## src/rtl/modport_conbus.sv

```systemverilog
// Wishbone shared-bus interconnect: eight masters, eight slaves, one bus.
// A round-robin arbiter picks one master. Its request is broadcast to all
// slaves. The address selects one slave for cyc/stb, and that slave's
// response is routed back. Only the grant register is sequential.
module modport_conbus #(
  parameter int unsigned dw          = 32,
  parameter int unsigned aw          = 32,
  parameter int unsigned sw          = dw / 8,
  parameter int unsigned s0_addr_w   = 4,
  parameter logic [s0_addr_w-1:0] s0_addr = 4'h0,
  parameter int unsigned s1_addr_w   = 4,
  parameter logic [s1_addr_w-1:0] s1_addr = 4'h1,
  parameter int unsigned s27_addr_w  = 8,
  parameter logic [s27_addr_w-1:0] s2_addr = 8'h92,
  parameter logic [s27_addr_w-1:0] s3_addr = 8'h93,
  parameter logic [s27_addr_w-1:0] s4_addr = 8'h94,
  parameter logic [s27_addr_w-1:0] s5_addr = 8'h95,
  parameter logic [s27_addr_w-1:0] s6_addr = 8'h96,
  parameter logic [s27_addr_w-1:0] s7_addr = 8'h97
) (
  input  logic          clk,
  input  logic          rst,
  // master 0
  input  logic [dw-1:0] m0_dat_i,
  output logic [dw-1:0] m0_dat_o,
  input  logic [aw-1:0] m0_adr_i,
  input  logic [sw-1:0] m0_sel_i,
  input  logic          m0_we_i, m0_cyc_i, m0_stb_i, m0_cab_i,
  output logic          m0_ack_o, m0_err_o, m0_rty_o,
  // master 1
  input  logic [dw-1:0] m1_dat_i,
  output logic [dw-1:0] m1_dat_o,
  input  logic [aw-1:0] m1_adr_i,
  input  logic [sw-1:0] m1_sel_i,
  input  logic          m1_we_i, m1_cyc_i, m1_stb_i, m1_cab_i,
  output logic          m1_ack_o, m1_err_o, m1_rty_o,
  // master 2
  input  logic [dw-1:0] m2_dat_i,
  output logic [dw-1:0] m2_dat_o,
  input  logic [aw-1:0] m2_adr_i,
  input  logic [sw-1:0] m2_sel_i,
  input  logic          m2_we_i, m2_cyc_i, m2_stb_i, m2_cab_i,
  output logic          m2_ack_o, m2_err_o, m2_rty_o,
  // master 3
  input  logic [dw-1:0] m3_dat_i,
  output logic [dw-1:0] m3_dat_o,
  input  logic [aw-1:0] m3_adr_i,
  input  logic [sw-1:0] m3_sel_i,
  input  logic          m3_we_i, m3_cyc_i, m3_stb_i, m3_cab_i,
  output logic          m3_ack_o, m3_err_o, m3_rty_o,
  // master 4
  input  logic [dw-1:0] m4_dat_i,
  output logic [dw-1:0] m4_dat_o,
  input  logic [aw-1:0] m4_adr_i,
  input  logic [sw-1:0] m4_sel_i,
  input  logic          m4_we_i, m4_cyc_i, m4_stb_i, m4_cab_i,
  output logic          m4_ack_o, m4_err_o, m4_rty_o,
  // master 5
  input  logic [dw-1:0] m5_dat_i,
  output logic [dw-1:0] m5_dat_o,
  input  logic [aw-1:0] m5_adr_i,
  input  logic [sw-1:0] m5_sel_i,
  input  logic          m5_we_i, m5_cyc_i, m5_stb_i, m5_cab_i,
  output logic          m5_ack_o, m5_err_o, m5_rty_o,
  // master 6
  input  logic [dw-1:0] m6_dat_i,
  output logic [dw-1:0] m6_dat_o,
  input  logic [aw-1:0] m6_adr_i,
  input  logic [sw-1:0] m6_sel_i,
  input  logic          m6_we_i, m6_cyc_i, m6_stb_i, m6_cab_i,
  output logic          m6_ack_o, m6_err_o, m6_rty_o,
  // master 7
  input  logic [dw-1:0] m7_dat_i,
  output logic [dw-1:0] m7_dat_o,
  input  logic [aw-1:0] m7_adr_i,
  input  logic [sw-1:0] m7_sel_i,
  input  logic          m7_we_i, m7_cyc_i, m7_stb_i, m7_cab_i,
  output logic          m7_ack_o, m7_err_o, m7_rty_o,
  // slave 0
  input  logic [dw-1:0] s0_dat_i,
  output logic [dw-1:0] s0_dat_o,
  output logic [aw-1:0] s0_adr_o,
  output logic [sw-1:0] s0_sel_o,
  output logic          s0_we_o, s0_cyc_o, s0_stb_o, s0_cab_o,
  input  logic          s0_ack_i, s0_err_i, s0_rty_i,
  // slave 1
  input  logic [dw-1:0] s1_dat_i,
  output logic [dw-1:0] s1_dat_o,
  output logic [aw-1:0] s1_adr_o,
  output logic [sw-1:0] s1_sel_o,
  output logic          s1_we_o, s1_cyc_o, s1_stb_o, s1_cab_o,
  input  logic          s1_ack_i, s1_err_i, s1_rty_i,
  // slave 2
  input  logic [dw-1:0] s2_dat_i,
  output logic [dw-1:0] s2_dat_o,
  output logic [aw-1:0] s2_adr_o,
  output logic [sw-1:0] s2_sel_o,
  output logic          s2_we_o, s2_cyc_o, s2_stb_o, s2_cab_o,
  input  logic          s2_ack_i, s2_err_i, s2_rty_i,
  // slave 3
  input  logic [dw-1:0] s3_dat_i,
  output logic [dw-1:0] s3_dat_o,
  output logic [aw-1:0] s3_adr_o,
  output logic [sw-1:0] s3_sel_o,
  output logic          s3_we_o, s3_cyc_o, s3_stb_o, s3_cab_o,
  input  logic          s3_ack_i, s3_err_i, s3_rty_i,
  // slave 4
  input  logic [dw-1:0] s4_dat_i,
  output logic [dw-1:0] s4_dat_o,
  output logic [aw-1:0] s4_adr_o,
  output logic [sw-1:0] s4_sel_o,
  output logic          s4_we_o, s4_cyc_o, s4_stb_o, s4_cab_o,
  input  logic          s4_ack_i, s4_err_i, s4_rty_i,
  // slave 5
  input  logic [dw-1:0] s5_dat_i,
  output logic [dw-1:0] s5_dat_o,
  output logic [aw-1:0] s5_adr_o,
  output logic [sw-1:0] s5_sel_o,
  output logic          s5_we_o, s5_cyc_o, s5_stb_o, s5_cab_o,
  input  logic          s5_ack_i, s5_err_i, s5_rty_i,
  // slave 6
  input  logic [dw-1:0] s6_dat_i,
  output logic [dw-1:0] s6_dat_o,
  output logic [aw-1:0] s6_adr_o,
  output logic [sw-1:0] s6_sel_o,
  output logic          s6_we_o, s6_cyc_o, s6_stb_o, s6_cab_o,
  input  logic          s6_ack_i, s6_err_i, s6_rty_i,
  // slave 7
  input  logic [dw-1:0] s7_dat_i,
  output logic [dw-1:0] s7_dat_o,
  output logic [aw-1:0] s7_adr_o,
  output logic [sw-1:0] s7_sel_o,
  output logic          s7_we_o, s7_cyc_o, s7_stb_o, s7_cab_o,
  input  logic          s7_ack_i, s7_err_i, s7_rty_i
);

  // Gathered master-side inputs.
  logic [dw-1:0] w_m_dat [8];
  logic [aw-1:0] w_m_adr [8];
  logic [sw-1:0] w_m_sel [8];
  logic [7:0]    w_m_we, w_m_cyc, w_m_stb, w_m_cab;

  // Gathered slave-side inputs.
  logic [dw-1:0] w_s_dat [8];
  logic [7:0]    w_s_ack, w_s_err, w_s_rty;

  // Granted master's request, after the grant mux.
  logic [dw-1:0] w_dat;
  logic [aw-1:0] w_adr;
  logic [sw-1:0] w_sel;
  logic          w_we, w_cyc, w_stb, w_cab;

  logic [2:0]    r_gnt;
  logic [2:0]    w_gnt_d;
  logic [7:0]    w_hit;
  logic          w_hit_any;
  logic [2:0]    w_hit_idx;
  logic [7:0]    w_s_cyc, w_s_stb;
  logic [7:0]    w_m_ack, w_m_err, w_m_rty;
  logic [dw-1:0] w_rd_dat;

  assign w_m_dat = '{m0_dat_i, m1_dat_i, m2_dat_i, m3_dat_i,
                     m4_dat_i, m5_dat_i, m6_dat_i, m7_dat_i};
  assign w_m_adr = '{m0_adr_i, m1_adr_i, m2_adr_i, m3_adr_i,
                     m4_adr_i, m5_adr_i, m6_adr_i, m7_adr_i};
  assign w_m_sel = '{m0_sel_i, m1_sel_i, m2_sel_i, m3_sel_i,
                     m4_sel_i, m5_sel_i, m6_sel_i, m7_sel_i};
  assign w_m_we  = {m7_we_i, m6_we_i, m5_we_i, m4_we_i, m3_we_i, m2_we_i, m1_we_i, m0_we_i};
  assign w_m_cyc = {m7_cyc_i, m6_cyc_i, m5_cyc_i, m4_cyc_i,
                    m3_cyc_i, m2_cyc_i, m1_cyc_i, m0_cyc_i};
  assign w_m_stb = {m7_stb_i, m6_stb_i, m5_stb_i, m4_stb_i,
                    m3_stb_i, m2_stb_i, m1_stb_i, m0_stb_i};
  assign w_m_cab = {m7_cab_i, m6_cab_i, m5_cab_i, m4_cab_i,
                    m3_cab_i, m2_cab_i, m1_cab_i, m0_cab_i};

  assign w_s_dat = '{s0_dat_i, s1_dat_i, s2_dat_i, s3_dat_i,
                     s4_dat_i, s5_dat_i, s6_dat_i, s7_dat_i};
  assign w_s_ack = {s7_ack_i, s6_ack_i, s5_ack_i, s4_ack_i,
                    s3_ack_i, s2_ack_i, s1_ack_i, s0_ack_i};
  assign w_s_err = {s7_err_i, s6_err_i, s5_err_i, s4_err_i,
                    s3_err_i, s2_err_i, s1_err_i, s0_err_i};
  assign w_s_rty = {s7_rty_i, s6_rty_i, s5_rty_i, s4_rty_i,
                    s3_rty_i, s2_rty_i, s1_rty_i, s0_rty_i};

  // Round-robin next grant: hold while the owner keeps cyc, else first requester after it.
  always_comb begin
    logic       found;
    logic [2:0] idx;
    w_gnt_d = r_gnt;
    found   = 1'b0;
    idx     = r_gnt;
    if (!w_m_cyc[r_gnt]) begin
      for (int k = 1; k < 8; k++) begin
        idx = r_gnt + 3'(k);
        if (!found && w_m_cyc[idx]) begin
          w_gnt_d = idx;
          found   = 1'b1;
        end
      end
    end
  end

  // Grant register; reset parks the bus on master 0.
  always_ff @(posedge clk or posedge rst) begin
    if (rst) begin
      r_gnt <= 3'd0;
    end else begin
      r_gnt <= w_gnt_d;
    end
  end

  // Request mux for the granted master.
  always_comb begin
    w_dat = w_m_dat[r_gnt];
    w_adr = w_m_adr[r_gnt];
    w_sel = w_m_sel[r_gnt];
    w_we  = w_m_we[r_gnt];
    w_cyc = w_m_cyc[r_gnt];
    w_stb = w_m_stb[r_gnt];
    w_cab = w_m_cab[r_gnt];
  end

  // Address decode; overlaps are resolved toward the lowest slave index.
  always_comb begin
    w_hit    = '0;
    w_hit[0] = (w_adr[aw-1 -: s0_addr_w] == s0_addr);
    w_hit[1] = (w_adr[aw-1 -: s1_addr_w] == s1_addr);
    w_hit[2] = (w_adr[aw-1 -: s27_addr_w] == s2_addr);
    w_hit[3] = (w_adr[aw-1 -: s27_addr_w] == s3_addr);
    w_hit[4] = (w_adr[aw-1 -: s27_addr_w] == s4_addr);
    w_hit[5] = (w_adr[aw-1 -: s27_addr_w] == s5_addr);
    w_hit[6] = (w_adr[aw-1 -: s27_addr_w] == s6_addr);
    w_hit[7] = (w_adr[aw-1 -: s27_addr_w] == s7_addr);
    w_hit_any = |w_hit;
    w_hit_idx = 3'd0;
    for (int j = 7; j >= 0; j--) begin
      if (w_hit[j]) begin
        w_hit_idx = 3'(j);
      end
    end
  end

  // Slave strobes, read data and master responses; reset forces handshakes low.
  always_comb begin
    w_s_cyc  = '0;
    w_s_stb  = '0;
    w_m_ack  = '0;
    w_m_err  = '0;
    w_m_rty  = '0;
    w_rd_dat = w_hit_any ? w_s_dat[w_hit_idx] : '0;
    if (!rst) begin
      if (w_hit_any) begin
        w_s_cyc[w_hit_idx] = w_cyc;
        w_s_stb[w_hit_idx] = w_cyc & w_stb;
        w_m_ack[r_gnt]     = w_s_ack[w_hit_idx];
        w_m_err[r_gnt]     = w_s_err[w_hit_idx];
        w_m_rty[r_gnt]     = w_s_rty[w_hit_idx];
      end else begin
        // Unmapped address: terminate the access locally with an error.
        w_m_err[r_gnt] = w_cyc & w_stb;
      end
    end
  end

  // Master-side outputs.
  assign m0_dat_o = w_rd_dat;
  assign m1_dat_o = w_rd_dat;
  assign m2_dat_o = w_rd_dat;
  assign m3_dat_o = w_rd_dat;
  assign m4_dat_o = w_rd_dat;
  assign m5_dat_o = w_rd_dat;
  assign m6_dat_o = w_rd_dat;
  assign m7_dat_o = w_rd_dat;
  assign {m7_ack_o, m6_ack_o, m5_ack_o, m4_ack_o,
          m3_ack_o, m2_ack_o, m1_ack_o, m0_ack_o} = w_m_ack;
  assign {m7_err_o, m6_err_o, m5_err_o, m4_err_o,
          m3_err_o, m2_err_o, m1_err_o, m0_err_o} = w_m_err;
  assign {m7_rty_o, m6_rty_o, m5_rty_o, m4_rty_o,
          m3_rty_o, m2_rty_o, m1_rty_o, m0_rty_o} = w_m_rty;

  // Slave-side outputs: request fields are broadcast, cyc/stb are decoded.
  assign {s0_dat_o, s1_dat_o, s2_dat_o, s3_dat_o} = {4{w_dat}};
  assign {s4_dat_o, s5_dat_o, s6_dat_o, s7_dat_o} = {4{w_dat}};
  assign {s0_adr_o, s1_adr_o, s2_adr_o, s3_adr_o} = {4{w_adr}};
  assign {s4_adr_o, s5_adr_o, s6_adr_o, s7_adr_o} = {4{w_adr}};
  assign {s0_sel_o, s1_sel_o, s2_sel_o, s3_sel_o} = {4{w_sel}};
  assign {s4_sel_o, s5_sel_o, s6_sel_o, s7_sel_o} = {4{w_sel}};
  assign {s7_we_o, s6_we_o, s5_we_o, s4_we_o, s3_we_o, s2_we_o, s1_we_o, s0_we_o} = {8{w_we}};
  assign {s7_cab_o, s6_cab_o, s5_cab_o, s4_cab_o,
          s3_cab_o, s2_cab_o, s1_cab_o, s0_cab_o} = {8{w_cab}};
  assign {s7_cyc_o, s6_cyc_o, s5_cyc_o, s4_cyc_o,
          s3_cyc_o, s2_cyc_o, s1_cyc_o, s0_cyc_o} = w_s_cyc;
  assign {s7_stb_o, s6_stb_o, s5_stb_o, s4_stb_o,
          s3_stb_o, s2_stb_o, s1_stb_o, s0_stb_o} = w_s_stb;

endmodule

```

## config.mk

```make
export PLATFORM = sky130hd
export DESIGN_NAME = modport_conbus
export DESIGN_NICKNAME = d
export VERILOG_FILES = /design/src/rtl/modport_conbus.sv
export SDC_FILE = /design/constraint.sdc
export NUM_CORES = 1
export LEC_CHECK = 0
export CAP_MARGIN = 30
export CORE_AREA = 2 2 666 668
export DETAILED_ROUTE_END_ITERATION = 7
export DIE_AREA = 0 0 668 670
export DONT_BUFFER_PORTS = 1
export RECOVER_POWER = 100
export SLEW_MARGIN = 20
export SYNTH_ARGS = -nofsm -noshare
export SYNTH_HDL_FRONTEND = slang
export SYNTH_SLANG_ARGS = --single-unit
```

## constraint.sdc

```tcl
create_clock -name clk -period 3.75 [get_ports clk]
set_clock_uncertainty 0.15 [all_clocks]
set_input_delay 0.5625 -clock clk [delete_from_list [all_inputs] [get_ports clk]]
set_output_delay 0.5625 -clock clk [all_outputs]
set_load 0.005 [all_outputs]
```

; ---- Word level (Yosys, flattened, before mapping)
; Index checks and enable logic that the tools add are counted.
; W data, S select, Z words.
[totals]
reg_bits = 3
in_bits = 858
out_inout_bits = 856
word_cells = 138
[classes]
add_sub_neg = 7
order_cmp = 13
n_eq_ne = 7
muxes = 82
n_bitwise = 10
reduce_logical = 18
[ops]
columns = cell, n
row1 = $bmux W32 S3, 3
row2 = $mux W32, 7
row3 = $mux W8, 10
row4 = $and A8 B8 Y8, 6
row5 = $eq A8 B8 Y1 const B, 6
row6 = $mux W3, 15
row7 = $bmux W1 S3, 14
row8 = $lt A3 B4 Y1 const B, 9
row9 = $mux W1, 28
row10 = $add A3 B3 Y3 const B, 4
row11 = $bmux W4 S3, 1
row12 = $ge A4 B4 Y1 const B, 2
row13 = $logic_and A1 B1 Y1, 8
row14 = $mux W4, 2
row15 = $not A3 Y4, 2
row16 = $reduce_or A8 Y1, 1
row17 = $reduce_bool A7 Y1, 1
row18 = $add A3 B2 Y3 const B, 2
row19 = $demux W1 S3, 2
row20 = $ge A3 B1 Y1 const B, 2
row21 = $logic_not A1 Y1, 6
row22 = $eq A4 B1 Y1 const B, 1
row23 = $logic_not A4 Y1, 1
row24 = $add A3 B1 Y3 const B, 1
row25 = other kinds (3), 3

; ---- Depth between registers and ports, before layout
; Gate-level depths: netlist of run 1.
[depth]
depth_word = 29
depth_mapped = 15
depth_no_buf = 9

; ---- Worst setup path before layout of run 1
; OpenSTA, ideal clock, no wires.
[synth_timing]
kind = register -> output
from = reg r_gnt[1]
to = out m1_dat_o[15]
arrival_time_ps = 3452
required_ps = 3037
setup_slack_ps = -415
stages_incl_launch_ff = 12
n_path_buf = 4
path_cell_list = dfrtp_1 > buf_2 > mux4_2 > mux2_2 > nor3_2 > nand4_1 > buf_2 > nand2_1 > buf_2 > nand2_1 > nor4_1 > buf_4
[synth_via]
elab_chain_len = 18
word_cells_on_any_way = 26
cone_classes = eq/ne: 7 / mux: 15 / bitwise: 2 / reduce/logical: 2
[synth_lines]
columns = item, line
row1 = start: declaration, 153  ; logic [2:0] r_gnt;
row2 = start signal: assignment, 208  ; r_gnt <= w_gnt_d;
row3 = $not A3 Y4 (not written as such) (*), 215  ; w_adr = w_m_adr[r_gnt];
row4 = $bmux W32 S3 (*), 215
row5 = $mux W32 (not written as such) (*) (2 in a row), 215
row6 = named net s0_adr_o[27], 82  ; output logic [aw-1:0] s0_adr_o,
row7 = $eq A8 B8 Y1, 233  ; w_hit[7] = (w_adr[aw-1 -: s27_addr_w] == s7_addr);
row8 = $mux W3 (8 in a row), 237  ; if (w_hit[j]) begin
row9 = $not A3 Y4 (not written as such), 250  ; w_rd_dat = w_hit_any ? w_s_dat[w_hit_idx] : '0;
row10 = $bmux W32 S3, 250
row11 = $mux W32 (not written as such) (2 in a row), 250
row12 = $mux W32 (*), 250
row13 = end: declaration, 32  ; output logic [dw-1:0] m1_dat_o,
; The timed path passes the listed nets; every way through them passes the cells marked *. The select of a mux whose other input is x is not followed.

; ---- Final worst setup path of run 1
[layout_timing]
from = reg r_gnt[2]
to = out m4_dat_o[13]
[layout_via]
elab_chain_len = 18
word_cells_on_any_way = 26
cone_classes = eq/ne: 7 / mux: 15 / bitwise: 2 / reduce/logical: 2
[layout_lines]
columns = item, line
row1 = $not A3 Y4 (not written as such) (*), 215
row2 = $bmux W32 S3 (*), 215
row3 = $mux W32 (not written as such) (*) (2 in a row), 215
row4 = $eq A8 B8 Y1, 233
row5 = $mux W3 (8 in a row), 237
row6 = $not A3 Y4 (not written as such), 250
row7 = $bmux W32 S3, 250
row8 = $mux W32 (not written as such) (2 in a row), 250
row9 = $mux W32 (*), 250
row10 = end: declaration, 53  ; output logic [dw-1:0] m4_dat_o,
; Mark *: on every way between the ends. The rest lies on a longest branch, timed or not. The select of a mux whose other input is x is not followed.

==> impl_metrics.toml, run 1 <==
[status]
status = "finished, violations left"
violations = "setup timing"

[critical_path]
cp_top_family = "buffers and inverters"
worst_ep_arrival_time_ns = 3.79
cp-startpoint = "r_gnt[2]"
path_common_cell = "buf_12"
crit_type = "flip-flop to primary output"
cp_slowest_cell = "dfrtp_4"
crit_required_ns = 3.04
crit_chain = "buf_12, buf_6, mux4_2, mux2_4, nor3_4, a21o_1, and2_4, buf_12, buf_16, o22ai_4, clkbuf_16, nor4_4, buf_12"
endpoint_kind = "primary output"
crit_end = "m4_dat_o[13]"
r2r_end = "r_gnt[0]"
r2r-start = "r_gnt[1]"
cpPeakStageDelay_ns = 0.49
critPathBufInv = 6
path_depth = 13
crit_path_max_fanout = 8
rr_worst_depth = 13
worstSetupStartpointType = "flip-flop"
timing.reg2reg.setup_slack_ns = -0.11

[die]
dieArea_mm2 = 0.448
placeableCoreArea_mm2 = 0.440
initial_core_util_pct = 3.03
ios = 1714
rows = 244
die_w_um = 668
die_h_um = 670

[placement]
dp_hpwl_um = 240000
io_buffers = 0
placed_cells = 7187
placedInstanceArea_mm2 = 0.0199
place.gp.congestion = 1.04

[sta]
timing.setup.tns_ns = -247.29
fin_crit_ns = 4.50
setup_viol_count_final = 667
fin_crit_sh_pct = 120
max_slew_margin_pct = 42.2
fin_ws_ns = -0.752
hold_violations = 0
rsz0062_at_grt = "true"
max_freq_mhz = 222
slew_violations = 0
worst_pin_slew_ns = 0.867

[flow_run]
cap_viol_max_count = 0

[synth]
synthCells = 1674
async_flop_share_pct = 100
synth_area_mm2 = 0.0133
yosysTopAreaCell = "buf_4"
netlist.area_leader.share_pct = 40.4
ys_types = 58
synth_warnings = 0
postSynthAreaPerCell_um2 = 7.97
syn_nets = 2538
synth_area_leaders = "buf_4, mux4_2, nand2_1"
ys.flop_type = "dfrtp_1"
yosysSeqAreaShare_pct = 0.563
ys_seq_elements = 3
synth_edf_count = 0

[route]
num_vias = 14300
drt_iter0_drc = 1506
final_antenna_net_count = 0
avgViaCountPerCell = 1.95
drt-total-wl_um = 261000
drc = 0
drt-wirelength-per-cell_um = 35.5
firstDrtPassIters = 6

[global_routing]
grt_overflow = 0
grt_max_degree = 77
grt_pass1_wl_um = 288000
grt_pass1_vias = 12700
grt_use_total_pct = 11.1
antenna_found_initial = 292

[power_and_ir_drop]
p_leak_uw = 0.00581
ir_drop_v = 0.000717
pwr_density_cell_mw_per_mm2 = 1170

[final_layout]
final_nets = 2207
fin_cells = 7366
drive_gt1_share_pct = 65.2
largest_register_ffs = 3
final-seq-area_um2 = 86.3
final_cell_area_mm2 = 0.0223
area.growth.synth_to_final_pct = 67.1
nFillCells = 52100
top_regs = "r_gnt x3"
multi_input_area_mm2 = 0.00893
top_register = "r_gnt"

[clocking]
cts_buffer_depth = 2
cts_inserted_buffers = 3
cts_root_buf = "clkbuf_16"
clk_pin_slew_worst_paths_ns = 0.03
hold_buffers = 0
cts_tree = "done"
clock_sinks = 3
htreeDepth = 1
worstSkewPairLatency_ns = 0.23

[min_path]
hold_path.class = "primary input to async pin"
==> worst register-to-register path, stage by stage, from the launching register on <==
cell and delay [ns]:
dfrtp_4 0.55, buf_6 0.15, buf_12 0.10, clkinv_1 0.13, buf_4 0.18, buf_4 0.15
ha_1 0.52, mux2_2 0.41, mux4_2 0.50, nor2b_2 0.15, nand3_1 0.19, o211ai_1 0.31
nor3_1 0.11, xnor2_1 0.14
==> stage by stage <==
| stage | utilization [%] | hold WS [ns] | power (µW) | setup WS, ns |
|---|---|---|---|---|
| CTS | 4.77 | 0.0561 | 26000 | -0.790 |
| detailed placement | 4.53 | 0.298 | 24900 | -1.04 |
| finish | 5.06 | 0.0606 | 26200 | -0.752 |
| global route | 5.02 | 0.0398 | 28000 | -0.836 |
| floorplan | - | 0.182 | 15100 | 0.0108 |
| global placement | 4.48 | 0.295 | 24500 | -1.73 |
==> synth_stat cells (13+ instances only) <==
library cell,count
a32oi_1,21
mux2i_1,15
nor3_1,73
clkbuf_1,49
buf_2,27
o32ai_1,32
buf_1,17
nor2_1,47
o221ai_1,19
mux2_2,47
mux4_2,153
nand2_1,297
nand3_1,26
a21oi_1,13
o22ai_1,15
buf_4,717
==> logic make-up after synthesis <==
| kind of cell | Yosys count | synth area share [%] |
|---|---|---|
| flops | 3 | 0.563 |
| fa+ha+maj | 6 | 0.563 |
| buf+inv | 825 | 43.9 |
| mux | 224 | 31.7 |
| simple gates | 481 | 15.3 |
| xor+xnor | 3 | 0.197 |
| compound gates | 132 | 7.74 |
==> worst min-delay path by stage <==
stage	startpoint	cells past startpoint	slack [ns]	to
final	rst	1	0.06	r_gnt[0]
after detailed placement	rst	1	0.30	r_gnt[0]
after global placement	rst	1	0.30	r_gnt[0]
after floorplan	rst	1	0.18	r_gnt[0]
after CTS	rst	1	0.06	r_gnt[0]
after global routing	rst	1	0.04	r_gnt[1]
==> per-layer routing <==
metal / share of wire, % / global-route usage [%] / vias to the layer above
met5: 0.58 / 0.365 / -
met4: 3.4 / 2.58 / 188
met3: 21 / 10.1 / 662
met2: 41 / 16.2 / 2040
met1: 35 / 11.6 / 6734
li1: - / - / 4725
==> what timing repair did <==
item | CTS | global route
setup buffers | 15 | 46
endpoints found under the setup margin | 674 | 674
pin swaps | 23 | 24
resized for setup | 135 | 121
gates cloned | 4 | 2
==> final cells by class <==
| class | instances | area share (%) |
|---|---|---|
| well taps | 5904 | 33.2 |
| inverters | 11 | 0.219 |
| diodes | 120 | 1.35 |
| clock buffers | 4 | 0.354 |
| repair buffers | 478 | 24.5 |
| multi-input cells | 846 | 40.1 |
| flip-flops and latches | 3 | 0.387 |
==> placed cells by master (no fill, tap or decap), types with 4 or more instances in the layout <==
master	instances
nand2_1	257
nor3_2	28
o32ai_1	10
mux2_2	39
o221ai_4	7
diode_2	120
o21ai_0	8
nand3_1	23
mux2i_1	12
mux2_4	12
o221ai_1	4
buf_8	12
o32ai_2	13
a211oi_1	5
inv_1	5
o32ai_4	9
nor3_4	17
buf_16	14
mux2i_4	4
a32oi_1	13
o22ai_4	11
mux4_2	153
buf_12	100
nor2_1	42
nor4_4	13
ha_1	6
a21oi_1	13
buf_4	300
a32oi_2	8
mux2_1	4
nand2_2	37
o221ai_2	8
clkbuf_16	7
buf_6	47
nor3_1	29
==> power breakdown <==
part	switching, µW	leakage, µW	internal, µW
sequential	44.4	0.0000330	63.5
clock	30.5	0.0000389	140
combinational	17500	0.00574	8440
Power figures use the tool's default switching activity.
==> run 2: changes to the inputs <==
- CORE_AREA: 2 2 666 668 -> 2 2 671 673
- DIE_AREA: 0 0 668 670 -> 0 0 673 675
- TNS_END_PERCENT: default -> 30
==> impl_metrics.toml, run 2 (synthesis gave the netlist of run 1 again) <==
[status]
status = "finished, violations left"
violations = "setup timing"

[die]
ios = 1714
rows = 246
dieArea_mm2 = 0.454
initial_core_util_pct = 2.98
placeableCoreArea_mm2 = 0.447
die_w_um = 673
die_h_um = 675

[route]
drt-wirelength-per-cell_um = 33.3
final_antenna_net_count = 0
num_vias = 14200
drt_iter0_drc = 1468
firstDrtPassIters = 6
avgViaCountPerCell = 1.93
drt-total-wl_um = 244000
drc = 0

[global_routing]
grt_max_degree = 79
grt_overflow = 0
grt_pass1_wl_um = 270000
antenna_found_initial = 248
grt_pass1_vias = 12300
grt_use_total_pct = 10.2

[placement]
placedInstanceArea_mm2 = 0.0194
io_buffers = 0
place_ws_ns = -1.27
place.gp.congestion = 1.14
dp_hpwl_um = 226000

[sta]
setup_viol_count_final = 297
fin_ws_ns = -0.749
rsz0062_at_grt = "true"
hold_violations = 0
worst_pin_slew_ns = 1.03
slew_violations = 0
fin_crit_sh_pct = 120
max_slew_margin_pct = 31.2
fin_crit_ns = 4.50
timing.setup.tns_ns = -182.94
max_freq_mhz = 222

[clocking]
cts_inserted_buffers = 3
clock_sinks = 3
worstSkewPairLatency_ns = 0.28
cts_tree = "done"
cts_buffer_depth = 2
clk_pin_slew_worst_paths_ns = 0.05
cts_root_buf = "clkbuf_16"
htreeDepth = 1

[power_and_ir_drop]
ir_drop_v = 0.000596
swShare_pct = 68.9
pwr_density_cell_mw_per_mm2 = 1180
intPower_uw = 7810
seqPwrFrac_pct = 0.4
pwr-share-clk_pct = 0.8
comb_power_share_pct = 98.8
p_switching_uw = 17300
p_leak_uw = 0.00526

[critical_path]
crit_chain = "buf_12, buf_12, mux4_2, mux2_4, nor3_4, buf_12, buf_6, nand4_1, buf_6, a32oi_2, o221ai_1, buf_4, nor3_4, buf_12"
critPathBufInv = 7
crit_path_max_fanout = 8
cp_top_family = "buffers and inverters"
cpPeakStageDelay_ns = 0.50
worstSetupStartpointType = "flip-flop"
crit_required_ns = 3.04
worst_ep_arrival_time_ns = 3.79
cp_slowest_cell = "dfrtp_4"
crit_type = "flip-flop to primary output"
path_common_cell = "buf_12"
endpoint_kind = "primary output"

[final_layout]
drive_gt1_share_pct = 64.4
final_cell_mix = "buf_4, nand2_1, mux4_2"
top_regs = "r_gnt x3"
final_cell_area_mm2 = 0.0213
nFillCells = 52800
top_register = "r_gnt"
largest_register_ffs = 3
area.growth.synth_to_final_pct = 59.7
final_nets = 2133
final_common_cell = "buf_4"

[flow_run]
cap_viol_max_count = 0

[min_path]
hold_path.class = "primary input to async pin"
## run 2: changes by cell type in the layout (fill, tap and decap cells not counted), moves of 5 or more
cell,before,now
diode_2,120,125
buf_12,100,83
nand2_2,37,44
buf_6,47,31
nor3_1,29,34
nand2_1,257,248
nand3_1,23,16
nor2_1,42,36
buf_16,14,5
nor2_2,3,8
buf_4,300,269
mux2_4,12,6
o22ai_4,11,5
o22ai_2,1,7
## run 2: area by class of cell
class	count	area, µm²	share of cell area [%]
inverters	11	46.3	0.217
multi-input cells	846	8880	41.7
clock buffers	4	78.8	0.370
well taps	5952	7450	35.0
flip-flops and latches	3	86.3	0.405
diodes	125	313	1.47
repair buffers	404	4450	20.9
## run 2: timing repair
action	in CTS	in global routing
resized for setup	166	57
hold buffers	0	0
endpoints found under the setup margin	342	344
pin swaps	37	19
hold endpoints to repair	0	0
cloned	2	0
setup buffers	22	13
## run 2: path summary, 6_finish.rpt
path / start / end / slack, ns / depth (start not counted)
max: r_gnt[2] / m1_dat_o[2] / -0.75 / 14
min: rst / r_gnt[0] / 0.11 / 1
max reg2reg: r_gnt[1] / r_gnt[1] / -0.42 / 12
min reg2reg: r_gnt[0] / r_gnt[0] / 0.79 / 4
max in group asynchronous: rst / r_gnt[2] / 2.85 / 1
min in group clk: m4_cyc_i / r_gnt[2] / 0.74 / 4
## run 2: routing by layer
metal	global-route usage [%]	vias up	wire length [µm]
met3	8.67	729	48200
met5	1.49	-	2140
met2	15.2	2096	102000
met1	10.0	6594	78900
li1	-	4574	-
met4	4.24	168	13100
## run 2: per-stage QoR
stage | hold slack (ns) | power [µW] | instances | util, %
floorplan | 0.182 | 15100 | 1674 | -
global placement | 0.534 | 23800 | 7177 | 4.31
detailed placement | 0.516 | 24100 | 7185 | 4.34
CTS | 0.208 | 25300 | 7210 | 4.61
global route | 0.148 | 26500 | 7267 | 4.72
finish | 0.111 | 25100 | 7345 | 4.76
## run 2: power by group through the flow
stage	sequential, µW	clock (µW)	combinational [µW]
finish	88.6	210	24800
global route	92.1	222	26200
CTS	88.9	228	25000
detailed placement	88.4	0	24000
global placement	87.6	0	23800
floorplan	64.6	0	15000
